`src/rtl/inst_fetch_ctrl_pkg.sv`:
```
// Shared types and constants for the instruction fetch sequencer.
package fetch_pkg;

   localparam int unsigned XLEN       = 64;
   localparam int unsigned ILEN       = 32;
   localparam int unsigned INST_BYTES = 4;

   // Low PC bits that must be zero for a word-aligned fetch address.
   localparam logic [1:0] ALIGN_MASK = 2'b11;

   typedef enum logic [1:0] {
      IDLE = 2'd0,
      RUN  = 2'd1,
      HALT = 2'd2
   } fetch_state_e;

   // Byte address of the last complete instruction word in a memory of mem_bytes bytes.
   function automatic logic [XLEN-1:0] last_addr(input int unsigned mem_bytes);
      logic [XLEN-1:0] words;
      words = XLEN'(mem_bytes / INST_BYTES);
      return (words - XLEN'(1)) * XLEN'(INST_BYTES);
   endfunction

endpackage

```
`src/rtl/inst_fetch_ctrl_if.sv`:
```
// Fetch bus: instruction memory port, decode valid/ready handshake and branch redirect.
interface inst_fetch_ctrl_if;
   import fetch_pkg::*;

   logic [XLEN-1:0] Inst_Address;
   logic [ILEN-1:0] Instruction;
   logic            inst_valid;
   logic            inst_ready;
   logic [ILEN-1:0] inst_out;
   logic [XLEN-1:0] pc_out;
   logic            redirect_valid;
   logic [XLEN-1:0] redirect_target;

   // Fetch controller side.
   modport master (
      output Inst_Address, inst_valid, inst_out, pc_out,
      input  Instruction, inst_ready, redirect_valid, redirect_target
   );

   // Memory / decode / branch-unit side.
   modport slave (
      input  Inst_Address, inst_valid, inst_out, pc_out,
      output Instruction, inst_ready, redirect_valid, redirect_target
   );

endinterface

```
`src/rtl/inst_fetch_ctrl_perf_ctr.sv`:
```
// Saturating fetch/stall counter pair used when INST_FETCH_PERF_EN is defined.
module fetch_perf_ctr (
   input  logic        clk,
   input  logic        reset,
   input  logic        clr_i,
   input  logic        fetch_inc_i,
   input  logic        stall_inc_i,
   output logic [31:0] fetch_count_o,
   output logic [31:0] stall_count_o
);

   logic [31:0] fetch_q, fetch_d;
   logic [31:0] stall_q, stall_d;

   // Clear has priority; each counter sticks at all-ones.
   always_comb begin
      fetch_d = fetch_q;
      stall_d = stall_q;
      if (clr_i) begin
         fetch_d = '0;
         stall_d = '0;
      end else begin
         if (fetch_inc_i && (fetch_q != '1)) fetch_d = fetch_q + 32'd1;
         if (stall_inc_i && (stall_q != '1)) stall_d = stall_q + 32'd1;
      end
   end

   // Counter state.
   always_ff @(posedge clk or negedge reset) begin
      if (!reset) begin
         fetch_q <= '0;
         stall_q <= '0;
      end else begin
         fetch_q <= fetch_d;
         stall_q <= stall_d;
      end
   end

   assign fetch_count_o = fetch_q;
   assign stall_count_o = stall_q;

endmodule

```
`src/rtl/inst_fetch_ctrl.sv`:
```
// Instruction fetch sequencer: owns the PC, captures Instruction into an output register
// and hands it to decode over valid/ready. Handles redirects, backpressure and halting.
// Optional perf counters are enabled by defining INST_FETCH_PERF_EN.
module inst_fetch_ctrl
   import fetch_pkg::*;
#(
   parameter logic [XLEN-1:0] RESET_PC  = 64'h0,
   parameter int unsigned     MEM_BYTES = 121
) (
   input  logic               clk,
   input  logic               reset,
   input  logic               start,
   inst_fetch_ctrl_if.master  bus,
   output logic               halted,
   output logic               fault
`ifdef INST_FETCH_PERF_EN
   ,
   output logic [31:0]        fetch_count,
   output logic [31:0]        stall_count
`endif
);

   localparam logic [XLEN-1:0] LAST_ADDR = last_addr(MEM_BYTES);

   fetch_state_e    state_q, state_d;
   logic [XLEN-1:0] fetch_pc_q, fetch_pc_d;
   logic [XLEN-1:0] pc_out_q, pc_out_d;
   logic [ILEN-1:0] inst_q, inst_d;
   logic            valid_q, valid_d;
   logic            halted_q, halted_d;
   logic            fault_q, fault_d;

   logic xfer;
   logic can_advance;

   assign xfer        = valid_q && bus.inst_ready;
   assign can_advance = !valid_q || bus.inst_ready;

   // Next-state: redirect beats end-of-memory, which beats capture; otherwise stall.
   always_comb begin
      state_d    = state_q;
      fetch_pc_d = fetch_pc_q;
      pc_out_d   = pc_out_q;
      inst_d     = inst_q;
      valid_d    = valid_q;
      fault_d    = fault_q;
      unique case (state_q)
         IDLE: begin
            if (start) begin
               state_d    = RUN;
               fetch_pc_d = RESET_PC;
            end
         end
         RUN: begin
            if (bus.redirect_valid) begin
               // Flush the held instruction; a same-cycle transfer still completed.
               valid_d = 1'b0;
               if ((bus.redirect_target[1:0] & ALIGN_MASK) != 2'b00) begin
                  state_d = HALT;
                  fault_d = 1'b1;
               end else begin
                  fetch_pc_d = bus.redirect_target;
               end
            end else if (can_advance && (fetch_pc_q > LAST_ADDR)) begin
               state_d = HALT;
               fault_d = 1'b0;
               if (xfer) valid_d = 1'b0;
            end else if (can_advance) begin
               inst_d     = bus.Instruction;
               pc_out_d   = fetch_pc_q;
               valid_d    = 1'b1;
               fetch_pc_d = fetch_pc_q + XLEN'(INST_BYTES);
            end
         end
         HALT: begin
            // Drain only; a held instruction may still be taken by decode.
            if (xfer) valid_d = 1'b0;
            if (start) begin
               state_d    = RUN;
               fetch_pc_d = RESET_PC;
               fault_d    = 1'b0;
            end
         end
         default: state_d = IDLE;
      endcase
      halted_d = (state_d == HALT);
   end

   // Registered FSM and outputs.
   always_ff @(posedge clk or negedge reset) begin
      if (!reset) begin
         state_q    <= IDLE;
         fetch_pc_q <= RESET_PC;
         pc_out_q   <= '0;
         inst_q     <= '0;
         valid_q    <= 1'b0;
         halted_q   <= 1'b0;
         fault_q    <= 1'b0;
      end else begin
         state_q    <= state_d;
         fetch_pc_q <= fetch_pc_d;
         pc_out_q   <= pc_out_d;
         inst_q     <= inst_d;
         valid_q    <= valid_d;
         halted_q   <= halted_d;
         fault_q    <= fault_d;
      end
   end

   assign bus.Inst_Address = fetch_pc_q;
   assign bus.inst_valid   = valid_q;
   assign bus.inst_out     = inst_q;
   assign bus.pc_out       = pc_out_q;
   assign halted           = halted_q;
   assign fault            = fault_q;

`ifdef INST_FETCH_PERF_EN
   logic capture;
   logic stall;
   logic start_acc;

   assign capture   = (state_q == RUN) && !bus.redirect_valid && can_advance &&
                      (fetch_pc_q <= LAST_ADDR);
   assign stall     = (state_q == RUN) && valid_q && !bus.inst_ready;
   // start is only honoured outside RUN, so it only clears the counters there.
   assign start_acc = start && (state_q != RUN);

   fetch_perf_ctr u_perf (
      .clk           (clk),
      .reset         (reset),
      .clr_i         (start_acc),
      .fetch_inc_i   (capture),
      .stall_inc_i   (stall),
      .fetch_count_o (fetch_count),
      .stall_count_o (stall_count)
   );
`endif

endmodule

```
`src/flat_wrapper.sv`:
```
// flat-port wrapper written by rule: the top's interface ports become plain ports
module inst_fetch_ctrl_flat import fetch_pkg::*;
#(
   parameter logic [XLEN-1:0] RESET_PC  = 64'h0,
   parameter int unsigned     MEM_BYTES = 121
)
  (clk, reset, start, halted, fault, bus_Inst_Address, bus_inst_valid, bus_inst_out, bus_pc_out, bus_Instruction, bus_inst_ready, bus_redirect_valid, bus_redirect_target);
  inst_fetch_ctrl_if bus_i ();
  input  logic clk;
  input  logic reset;
  input  logic start;
  output logic halted;
  output logic fault;
  output wire logic [$bits(bus_i.Inst_Address)-1:0] bus_Inst_Address;
  output wire logic [$bits(bus_i.inst_valid)-1:0] bus_inst_valid;
  output wire logic [$bits(bus_i.inst_out)-1:0] bus_inst_out;
  output wire logic [$bits(bus_i.pc_out)-1:0] bus_pc_out;
  input wire logic [$bits(bus_i.Instruction)-1:0] bus_Instruction;
  input wire logic [$bits(bus_i.inst_ready)-1:0] bus_inst_ready;
  input wire logic [$bits(bus_i.redirect_valid)-1:0] bus_redirect_valid;
  input wire logic [$bits(bus_i.redirect_target)-1:0] bus_redirect_target;
  assign bus_Inst_Address = bus_i.Inst_Address;
  assign bus_inst_valid = bus_i.inst_valid;
  assign bus_inst_out = bus_i.inst_out;
  assign bus_pc_out = bus_i.pc_out;
  assign bus_i.Instruction = bus_Instruction;
  assign bus_i.inst_ready = bus_inst_ready;
  assign bus_i.redirect_valid = bus_redirect_valid;
  assign bus_i.redirect_target = bus_redirect_target;
  inst_fetch_ctrl #(.RESET_PC(RESET_PC), .MEM_BYTES(MEM_BYTES)) u_core (.clk(clk), .reset(reset), .start(start), .bus(bus_i), .halted(halted), .fault(fault));
endmodule
```
`config.mk`:
```
export PLATFORM = sky130hd
export DESIGN_NAME = inst_fetch_ctrl_flat
export DESIGN_NICKNAME = d
export VERILOG_FILES = /design/src/rtl/inst_fetch_ctrl_pkg.sv /design/src/rtl/inst_fetch_ctrl_if.sv /design/src/rtl/inst_fetch_ctrl_perf_ctr.sv /design/src/rtl/inst_fetch_ctrl.sv /design/src/flat_wrapper.sv
export SDC_FILE = /design/constraint.sdc
export NUM_CORES = 1
export LEC_CHECK = 0
export ABC_AREA = 1
export ABC_CLOCK_PERIOD_IN_PS = 1900
export CORE_ASPECT_RATIO = 0.5
export CORE_MARGIN = 4
export CORE_UTILIZATION = 44
export CTS_CLUSTER_SIZE = 25
export DETAILED_ROUTE_END_ITERATION = 8
export PLACE_DENSITY = 0.77
export SLEW_MARGIN = 20
export SYNTH_ARGS = -nofsm -noshare
export SYNTH_HDL_FRONTEND = slang
export SYNTH_SLANG_ARGS = --single-unit
```
`constraint.sdc`:
```
create_clock -name clk -period 1.9 [get_ports clk]
set_input_delay 0.475 -clock clk [delete_from_list [all_inputs] [get_ports clk]]
set_output_delay 0.475 -clock clk [all_outputs]
set_load 0.02 [all_outputs]
```
==> flow_summary.toml, run 1 <==
[status]
status = "finished, violations left"
violations = "negative setup slack"

[floorplan]
die_y_um = 111.0
rows = 37
die_w_um = 214.0
core_sq_um = 20690
floorplan.initialDensity_pct = 45.13
dieArea_sq_um = 23760
ios = 264

[critical_path]
crit_fanout = 9
critPathMaxStageDelay_ps = 390
crit_buf_inv = 4
crit_chain = "nor2_2 -> buf_6 -> nand2_4 -> nor2_4 -> nand2_2 -> nor2_4 -> buf_6 -> nand4_4 -> clkbuf_16 -> clkbuf_16 -> nand2_2 -> o21ai_1"
worst_path_max_delay_cell = "dfrtp_1"
crit_required_ps = 2240
crit_start = "u_core.bus.Inst_Address[60]"
reg2reg_slack_ps = -180
timing_worst_setup_path_type = "flop to flop"
critPathTopFamily = "simple AND/OR/NAND/NOR gates"
crit_path_end_kind = "flop"
start_kind = "flop"
r2r_start = "u_core.bus.Inst_Address[60]"
cp.arrival_ps = 2420

[global_routing]
grt_max_degree = 61
grt_pass1_wl_um = 60440
track_usage_pct = 32.08
overflow = 0
grt_pass1_vias = 10890
antenna_found_initial = 0

[logic_synthesis]
syn-num-nets = 1449
synthArstFlopShare_pct = 100.0
yosysSeqAreaShare_pct = 44.21
synth_cells = 1341
synth-main-ff-cell = "dfrtp_1"
synth_area_per_cell_sq_um = 6.964
yosys_warnings = 0
synth_area_sq_um = 9339
synth-seq-cells = 165
synth_edf_count = 0
synth_cell_types = 39

[cts]
tritoncts = "yes"
h-tree-depth = 4
clkLatencyLatePin_ps = 470
cts_sinks = 165
cts_root_buf = "clkbuf_16"
clk_pin_slew_worst_paths_ps = 80
cts_buffers = 17
clock_path_buffers = 2

[timing]
fin_crit_sh_pct = 109.3
worst_pin_slew_ps = 440.6
worst_slack_ps = -176.9
max_slew_margin_pct = 70.63
setup_viol = 162
finalHoldViolCount = 0
rsz0062_at_grt = "yes"
fmax_ghz = 0.4815
fin_crit_ps = 2077
finalSetupTns_ps = -15200
finClkSkew_ps = 21.60
hold_ws_ps = 461.1
drv_slew = 0

[worst_hold_path]
min-delay-start = "u_core.bus.pc_out[17]"
hold_class = "flop to flop"

[route]
vias = 11190
first_pass_iters = 7
drc = 0
drtIter0Drc = 1223
vias_per_cell = 5.445
antenna_left = 0
wl_per_cell_um = 20.75
routed_wl_um = 42620

[finish]
stdcell_count = 2054
nets = 1876
finalInstanceArea_sq_um = 16000
areaGrowthSynthToFinish_pct = 71.29
antennaDiodeCount = 0
drive_above_1_share_pct = 31.61

[placed_design]
placed_area_sq_um = 13260
place_inst = 1970
place_ws_ps = -291.2
gp_congestion = 0.9964
io_buffers = 263
dp_hpwl_um = 26810

[pwr]
powerDensity_nw_per_um2 = 1062
max-vdd-ir-drop_v = 0.0009085
p_leak_nw = 8.647

[job]
drv_cap = 0
-- logic make-up (layout without fill, tap and decap cells) --
| logic type | after synthesis | after routing | synth area share [%] |
|---|---|---|---|
| multiplexers | 7 | 7 | 0.7503 |
| XOR/XNOR | 19 | 19 | 1.782 |
| buffers and inverters | 202 | 642 | 8.601 |
| adder cells (fa/ha/maj) | 7 | 7 | 0.9378 |
| flip-flops | 165 | 165 | 44.21 |
| AO/OA/AOI/OAI | 129 | 129 | 7.007 |
| AND/OR/NAND/NOR | 812 | 812 | 36.71 |
-- where the power goes --
group          switching [W]  internal [W]
clock network        0.00180       0.00175
logic                0.00511       0.00391
registers           0.000444       0.00397
total                0.00735       0.00964
-- state kept, by name, summed over array words and instances (netlist names) --
register	cells
u_core.bus.Inst_Address	64
u_core.fault	1
u_core.bus.inst_out	32
u_core.halted	1
u_core.bus.inst_valid	1
u_core.state_q	2
u_core.bus.pc_out	64
-- worst min-delay path, cell delays in order, from the launching register on --
cell and delay (ps):
dfrtp_1 340, nand2_1 50, inv_1 40
-- repair_timing --
action                     4_1_cts  5_1_grt
setup buffers                   21        9
hold buffers                     1        0
setup endpoints to repair      297      200
cloned                          20       14
hold endpoints to repair        32        0
resized for setup              318      332
pin swaps                       29       29
-- cell usage after synthesis (12+ instances only) --
| cell | n | share of area [%] |
|---|---|---|
| buf_2 | 13 | 0.70 |
| clkbuf_1 | 22 | 0.88 |
| dfrtp_1 | 165 | 44 |
| inv_1 | 155 | 6.2 |
| nand2_1 | 482 | 19 |
| nand3_1 | 59 | 3.2 |
| nand4_1 | 30 | 2.0 |
| nor2_1 | 182 | 7.3 |
| o21ai_0 | 77 | 4.1 |
| o21ai_1 | 42 | 2.3 |
| or2_2 | 16 | 1.1 |
| xor2_1 | 12 | 1.1 |
-- placed cells by master (no fill, tap or decap), types with 4 or more instances in the layout --
cell type / n
buf_16: 16
xnor2_1: 7
inv_8: 5
nor3_2: 4
buf_4: 129
o21ai_0: 33
clkdlybuf4s15_1: 5
clkdlybuf4s50_1: 99
ha_1: 4
nand2_1: 337
o21ai_1: 31
nand3b_1: 10
clkbuf_16: 29
nand2_4: 82
nand3_2: 4
buf_8: 4
nand3_1: 55
buf_6: 11
nor2_4: 13
nand4_1: 30
dlygate4sd2_1: 128
nand2_2: 65
o21ai_2: 52
dfrtp_2: 8
nor2_2: 28
a21oi_1: 4
nor2_1: 153
xor2_1: 12
buf_12: 15
inv_2: 54
mux2i_1: 7
nand3_4: 4
dlymetal6s2s_1: 27
or2_2: 16
inv_1: 105
dfrtp_1: 157
-- through the flow --
step	util [%]	total power, W
6_report	77.30	0.01699
5_1_grt	77.30	0.01765
4_1_cts	71.81	0.01581
3_5_place_dp	64.07	0.01068
3_3_place_gp	64.07	0.01052
2_1_floorplan	-	0.007538
-- final timing paths --
path / endpoint / cells after the start
min: u_core.bus.pc_out[17] / 2
max reg2reg: u_core.bus.inst_out[20] / 12
max: u_core.bus.inst_out[20] / 12
min in group asynchronous: u_core.bus.Inst_Address[62] / 2
min reg2reg: u_core.bus.pc_out[17] / 2
max in group asynchronous: u_core.bus.Inst_Address[44] / 3
-- layout make-up --
class | instances | area (sq um)
clock buffer | 17 | 425.4
clock inverter | 15 | 155.1
fill | 1393 | 4697
inverter | 160 | 613.1
multi-input combinational | 974 | 5604
sequential | 165 | 4139
tap | 273 | 341.6
timing repair buffer | 450 | 4718
-- metal layers --
metal  share of wire (%)  track usage, %  wire (um)  vias to the layer above
met4                 3.4           11.78       1445                        0
met5                   0               0          0                        -
li1                    -               -          -                     5041
met1                  40           41.76      17050                     5449
met3                 8.0           5.942       3427                      120
met2                  49           53.89      20690                      575
Note: power is estimated with default switching activity, not from simulation.
==> run 2, diff against run 1 <==
- CORE_UTILIZATION: 44 -> 41
- CTS_CLUSTER_DIAMETER: default -> 80
- PLACE_DENSITY: 0.77 -> 0.73
- SYNTH_HIERARCHICAL: default -> 1
==> flow_summary.toml, run 2 <==
[global_routing]
grt_pass1_vias = 10770
antenna_found_initial = 1
overflow = 0
grt_pass1_wl_um = 60150
track_usage_pct = 31.39
grt_max_degree = 52

[finish]
drive_above_1_share_pct = 27.86
stdcell_count = 2085
finalInstanceArea_sq_um = 15830
nets = 1879
fin_util_pct = 72.38
fillers = 1695
mostFrequentLayoutCells = "336 x nand2_1, 182 x nor2_1, 169 x buf_4, 156 x dfrtp_1"
layout_commonest_cell = "nand2_1"
areaGrowthSynthToFinish_pct = 71.93

[route]
drc = 0
vias_per_cell = 5.212
drtIter0Drc = 1184
antenna_left = 0
wl_per_cell_um = 20.39
routed_wl_um = 42510
vias = 10870
first_pass_iters = 8

[pwr]
p_total_w = 0.01859
powerDensity_nw_per_um2 = 1175
max-vdd-ir-drop_v = 0.0006419
p_leak_nw = 8.355

[floorplan]
ios = 264
rows = 38
die_y_um = 114.0
core_sq_um = 21870
floorplan.initialDensity_pct = 42.10
dieArea_sq_um = 25060
die_w_um = 219.9

[logic_synthesis]
synth-main-ff-cell = "dfrtp_1"
synth_cell_types = 37
synth_cells = 1311
yosys_warnings = 6
yosys.area.top_type_share_pct = 44.84
synth.largest_area_cell = "dfrtp_1"
synth_area_sq_um = 9208
synth_area_leaders = "dfrtp_1 45%, nand2_1 18%, nor2_1 8.0%"
synthArstFlopShare_pct = 100.0
syn-num-nets = 1419
yosysSeqAreaShare_pct = 44.84
synth_common_cells = "434 x nand2_1, 196 x nor2_1, 165 x dfrtp_1"
synth_area_per_cell_sq_um = 7.023
synth-seq-cells = 165
yosysMostFrequentCell = "nand2_1"
synth_edf_count = 0

[critical_path]
crit_required_ps = 2240
timing_worst_setup_path_type = "flop to flop"
crit_fanout = 7
r2r_start = "u_core/bus.Inst_Address[62]"
rr_worst_depth = 14
reg2reg_slack_ps = -290
rr_endpoint = "u_core/bus.inst_out[1]"
crit_path_end_kind = "flop"
crit_start = "u_core/bus.Inst_Address[62]"
cp.arrival_ps = 2530
start_kind = "flop"
crit_path_end = "u_core/bus.inst_out[1]"

[timing]
finalHoldViolCount = 0
max_slew_margin_pct = 65.33
finClkSkew_ps = 14.57
rsz0062_at_grt = "yes"
fin_crit_ps = 2189
worst_slack_ps = -289.1
fmax_ghz = 0.4568
worst_pin_slew_ps = 520.1
fin_crit_sh_pct = 115.2
drv_slew = 0
setup_viol = 164

[placed_design]
placed_area_sq_um = 13470
dp_hpwl_um = 27660
io_buffers = 263
place_inst = 2002
gp_congestion = 1.042

[status]
violations = "negative setup slack"
status = "finished, violations left"

[job]
drv_cap = 0

[cts]
clk_pin_slew_worst_paths_ps = 80
cts_buffers = 17
clock_path_buffers = 2
cts_root_buf = "clkbuf_16"
clkLatencyLatePin_ps = 460
cts_sinks = 165
h-tree-depth = 4
tritoncts = "yes"

[worst_hold_path]
hold_class = "flop to flop"
## run 2: changes by cell type in the layout (fill, tap and decap cells not counted), moves of 10 or more
cell / previous run / this run
nor2_1: 153 / 182
buf_4: 129 / 169
nor2_2: 28 / 18
inv_2: 54 / 20
nand2_2: 65 / 39
nand4_1: 30 / 20
o21ai_1: 31 / 41
o211ai_1: 0 / 22
inv_1: 105 / 128
buf_12: 15 / 31
nand2_4: 82 / 63
## run 2: cells by family after synthesis
logic type,Yosys count,share of synthesized area (%)
compound gates,162,9.512
xor+xnor,26,2.473
fa+ha+maj,7,0.9512
buf+inv,196,8.466
flops,165,44.84
simple gates,755,33.75
## run 2: power breakdown
part | leakage (nW) | switching (W) | internal (W)
logic | 5.86 | 0.00583 | 0.00451
registers | 2.21 | 0.000556 | 0.00416
clock network | 0.283 | 0.00169 | 0.00185
total | 8.36 | 0.00807 | 0.0105
## run 2: final cells by class
type | instances | area (sq um) | area share [%]
antenna | 1 | 2.502 | 0.01581
clock buffer | 19 | 432.9 | 2.735
clock inverter | 13 | 138.9 | 0.8773
inverter | 149 | 561.8 | 3.549
multi-input combinational | 952 | 5265 | 33.26
sequential | 165 | 4140 | 26.15
tap | 300 | 375.4 | 2.371
timing repair buffer | 486 | 4913 | 31.04
## run 2: worst min path at each step
stage                                  endpoint  cells past startpoint                   from  slack [ps]
finish                    u_core/bus.pc_out[47]                      2  u_core/bus.pc_out[47]         460
global route              u_core/bus.pc_out[61]                      2  u_core/bus.pc_out[61]         480
CTS                       u_core/bus.pc_out[23]                      2  u_core/bus.pc_out[23]         460
detailed placement  u_core/bus.Inst_Address[32]                      1                  reset         440
global placement    u_core/bus.Inst_Address[63]                      1                  reset         440
floorplan            u_core/bus.Inst_Address[0]                      0                  reset         180
## run 2: through the flow
stage          worst slack, ps  TNS, ps  hold slack (ps)
6_report                -289.1   -31550            461.7
5_1_grt                 -397.3   -43480            478.0
4_1_cts                 -239.6   -25040            464.2
3_5_place_dp            -228.4   -16230            443.6
3_3_place_gp            -182.4    -9560            441.4
2_1_floorplan           -15.21   -285.1            179.4
## run 2: timing repair
item                                   CTS  global route
pin swaps                                5            14
setup endpoints to repair              298           198
endpoints found under the hold margin   38             0
setup buffers                           17            20
gates cloned                            22             8
hold buffers                             1             0
gates resized for setup                345           226
## run 2: critical path, stage by stage, from the launching register on
cell	delay [ps]
dfrtp_2	440
nor2_1	130
nand3_1	120
nor2_2	130
nand2_1	70
nor2_1	80
buf_4	140
nand3_2	70
nand2_2	90
buf_6	130
nand3_4	160
buf_4	200
clkbuf_16	140
nand2_1	70
o21ai_1	100
## run 2: routing by layer
metal / vias up / wire length [um] / track usage [%]
met5: - / 0 / 0
met4: 0 / 1497 / 13.17
met3: 95 / 3140 / 5.856
met2: 513 / 20310 / 50.78
met1: 5219 / 17570 / 41.76
li1: 5039 / - / -
==> run 3, diff against run 2 <==
- ABC_CLOCK_PERIOD_IN_PS: 1900 -> 2430
- CORE_UTILIZATION: 41 -> 49
- PLACE_DENSITY: 0.73 -> 0.82
- clock period: 1.9 -> 2.43 ns (I/O delays scaled with it)
==> flow_summary.toml, run 3 (synthesized netlist as in run 2, its figures left out) <==
[cts]
h-tree-depth = 4
clkLatencyLatePin_ps = 430
cts_hold_buf = 0
clk_pin_slew_worst_paths_ps = 80
clock_path_buffers = 2
tritoncts = "yes"
cts_sinks = 165
post_cts_buffers = 0
cts_root_buf = "clkbuf_16"
cts_buffers = 17

[pwr]
p_leak_nw = 5.973
p_total_w = 0.01189
max-vdd-ir-drop_v = 0.0005887
powerDensity_nw_per_um2 = 912.4

[critical_path]
crit_required_ps = 2760
cp.arrival_ps = 2610
start_kind = "flop"
r2r_start = "u_core/bus.Inst_Address[51]"
crit_path_end_kind = "flop"
crit_fanout = 64
crit_start = "u_core/bus.Inst_Address[51]"
timing_worst_setup_path_type = "flop to flop"

[timing]
setup_viol = 0
finClkSkew_ps = 12.44
worst_pin_slew_ps = 671.8
finalHoldViolCount = 0
rsz0062_at_grt = "no"
fmax_ghz = 0.4374
fin_crit_ps = 2286
finalSetupTns_ps = 0
fin_crit_sh_pct = 94.09
max_slew_margin_pct = 55.17
drv_slew = 0

[finish]
antennaDiodeCount = 0
nets = 1698
mostFrequentLayoutCells = "434 x nand2_1, 262 x clkdlybuf4s50_1, 194 x nor2_1, 163 x dfrtp_1, 147 x inv_1"
layout_commonest_cell = "nand2_1"
stdcell_count = 1862
drive_above_1_share_pct = 7.049
areaGrowthSynthToFinish_pct = 41.56

[route]
routed_wl_um = 34080
antenna_left = 0
drc = 0
vias_per_cell = 5.309
wl_per_cell_um = 18.30
first_pass_iters = 6
vias = 9886
drtIter0Drc = 1073

[placed_design]
dp_hpwl_um = 26240
io_buffers = 263
gp_congestion = 1.009
place_inst = 1830

[worst_hold_path]
hold_class = "primary input to asynchronous set/reset pin"

[global_routing]
grt_max_degree = 65
grt_use_met2_pct = 50.23
use_met3_pct = 8.310
track_usage_pct = 31.87
grt_pass1_vias = 9549
grt_use_met1_pct = 43.77
grt_pass1_wl_um = 53110
top_usage_layer = "met2"
antenna_found_initial = 0
overflow = 0

[floorplan]
die_w_um = 201.9
rows = 35
core_sq_um = 18440
floorplan.initialDensity_pct = 49.94
ios = 264
dieArea_sq_um = 21180
die_y_um = 104.9

[job]
drv_cap = 0

[status]
status = "completed"
run 3: report_power, final:
part	switching, W	total [W]	internal [W]	leakage, nW
sequential	0.000709	0.00395	0.00324	2.22
combinational	0.00302	0.00504	0.00202	3.44
clock	0.00132	0.00290	0.00159	0.306
run 3: repair_timing:
action	in CTS	in global routing
endpoints found under the setup margin	0	10
gates resized for setup	0	3
hold endpoints to repair	0	0
run 3: worst paths after layout:
check / end / slack (ps) / depth (start not counted)
max in group asynchronous: u_core/bus.inst_out[29] / 1500 / 2
worst max-delay path: u_core/bus.Inst_Address[10] / 140 / 12
worst min-delay path: u_core/bus.pc_out[46] / 150 / 1
min in group clk: u_core/bus.pc_out[9] / 470 / 2
worst max register to register: u_core/bus.Inst_Address[10] / 140 / 12
worst min register to register: u_core/bus.pc_out[9] / 470 / 2
run 3: per-stage QoR:
step	util [%]	setup WS, ps	instance area [sq um]	hold WS, ps
2_1_floorplan	-	404.3	9208	311.9
3_3_place_gp	67.23	180.6	12400	447.7
3_5_place_dp	67.23	124.7	12400	451.0
4_1_cts	70.67	143.0	13030	175.2
5_1_grt	70.70	17.92	13030	190.6
6_report	70.70	143.6	13030	154.9
run 3: layout make-up:
| type | count | area [sq um] |
|---|---|---|
| tap | 259 | 324.1 |
| timing repair buffer | 307 | 3064 |
| multi-input combinational | 950 | 4322 |
| sequential | 165 | 4131 |
| clock inverter | 15 | 207.7 |
| fill | 1499 | 5403 |
| inverter | 149 | 559.3 |
| clock buffer | 17 | 425.4 |
run 3: layer usage:
metal,wire [um],up-vias
met4,874,0
met5,0,-
met2,15490,499
li1,-,4660
met1,14390,4680
met3,3330,47
run 3: worst max-delay path, cell delays in order (launching register included):
cell and delay [ps]:
dfrtp_1 450, nor2_1 140, nand2_1 60, nor2_1 230, nand2_1 110, nor2_2 210
nand3_1 130, nand2_2 140, nand2_1 80, nand2_2 110, nand2_4 80, buf_12 190
o21ai_0 220
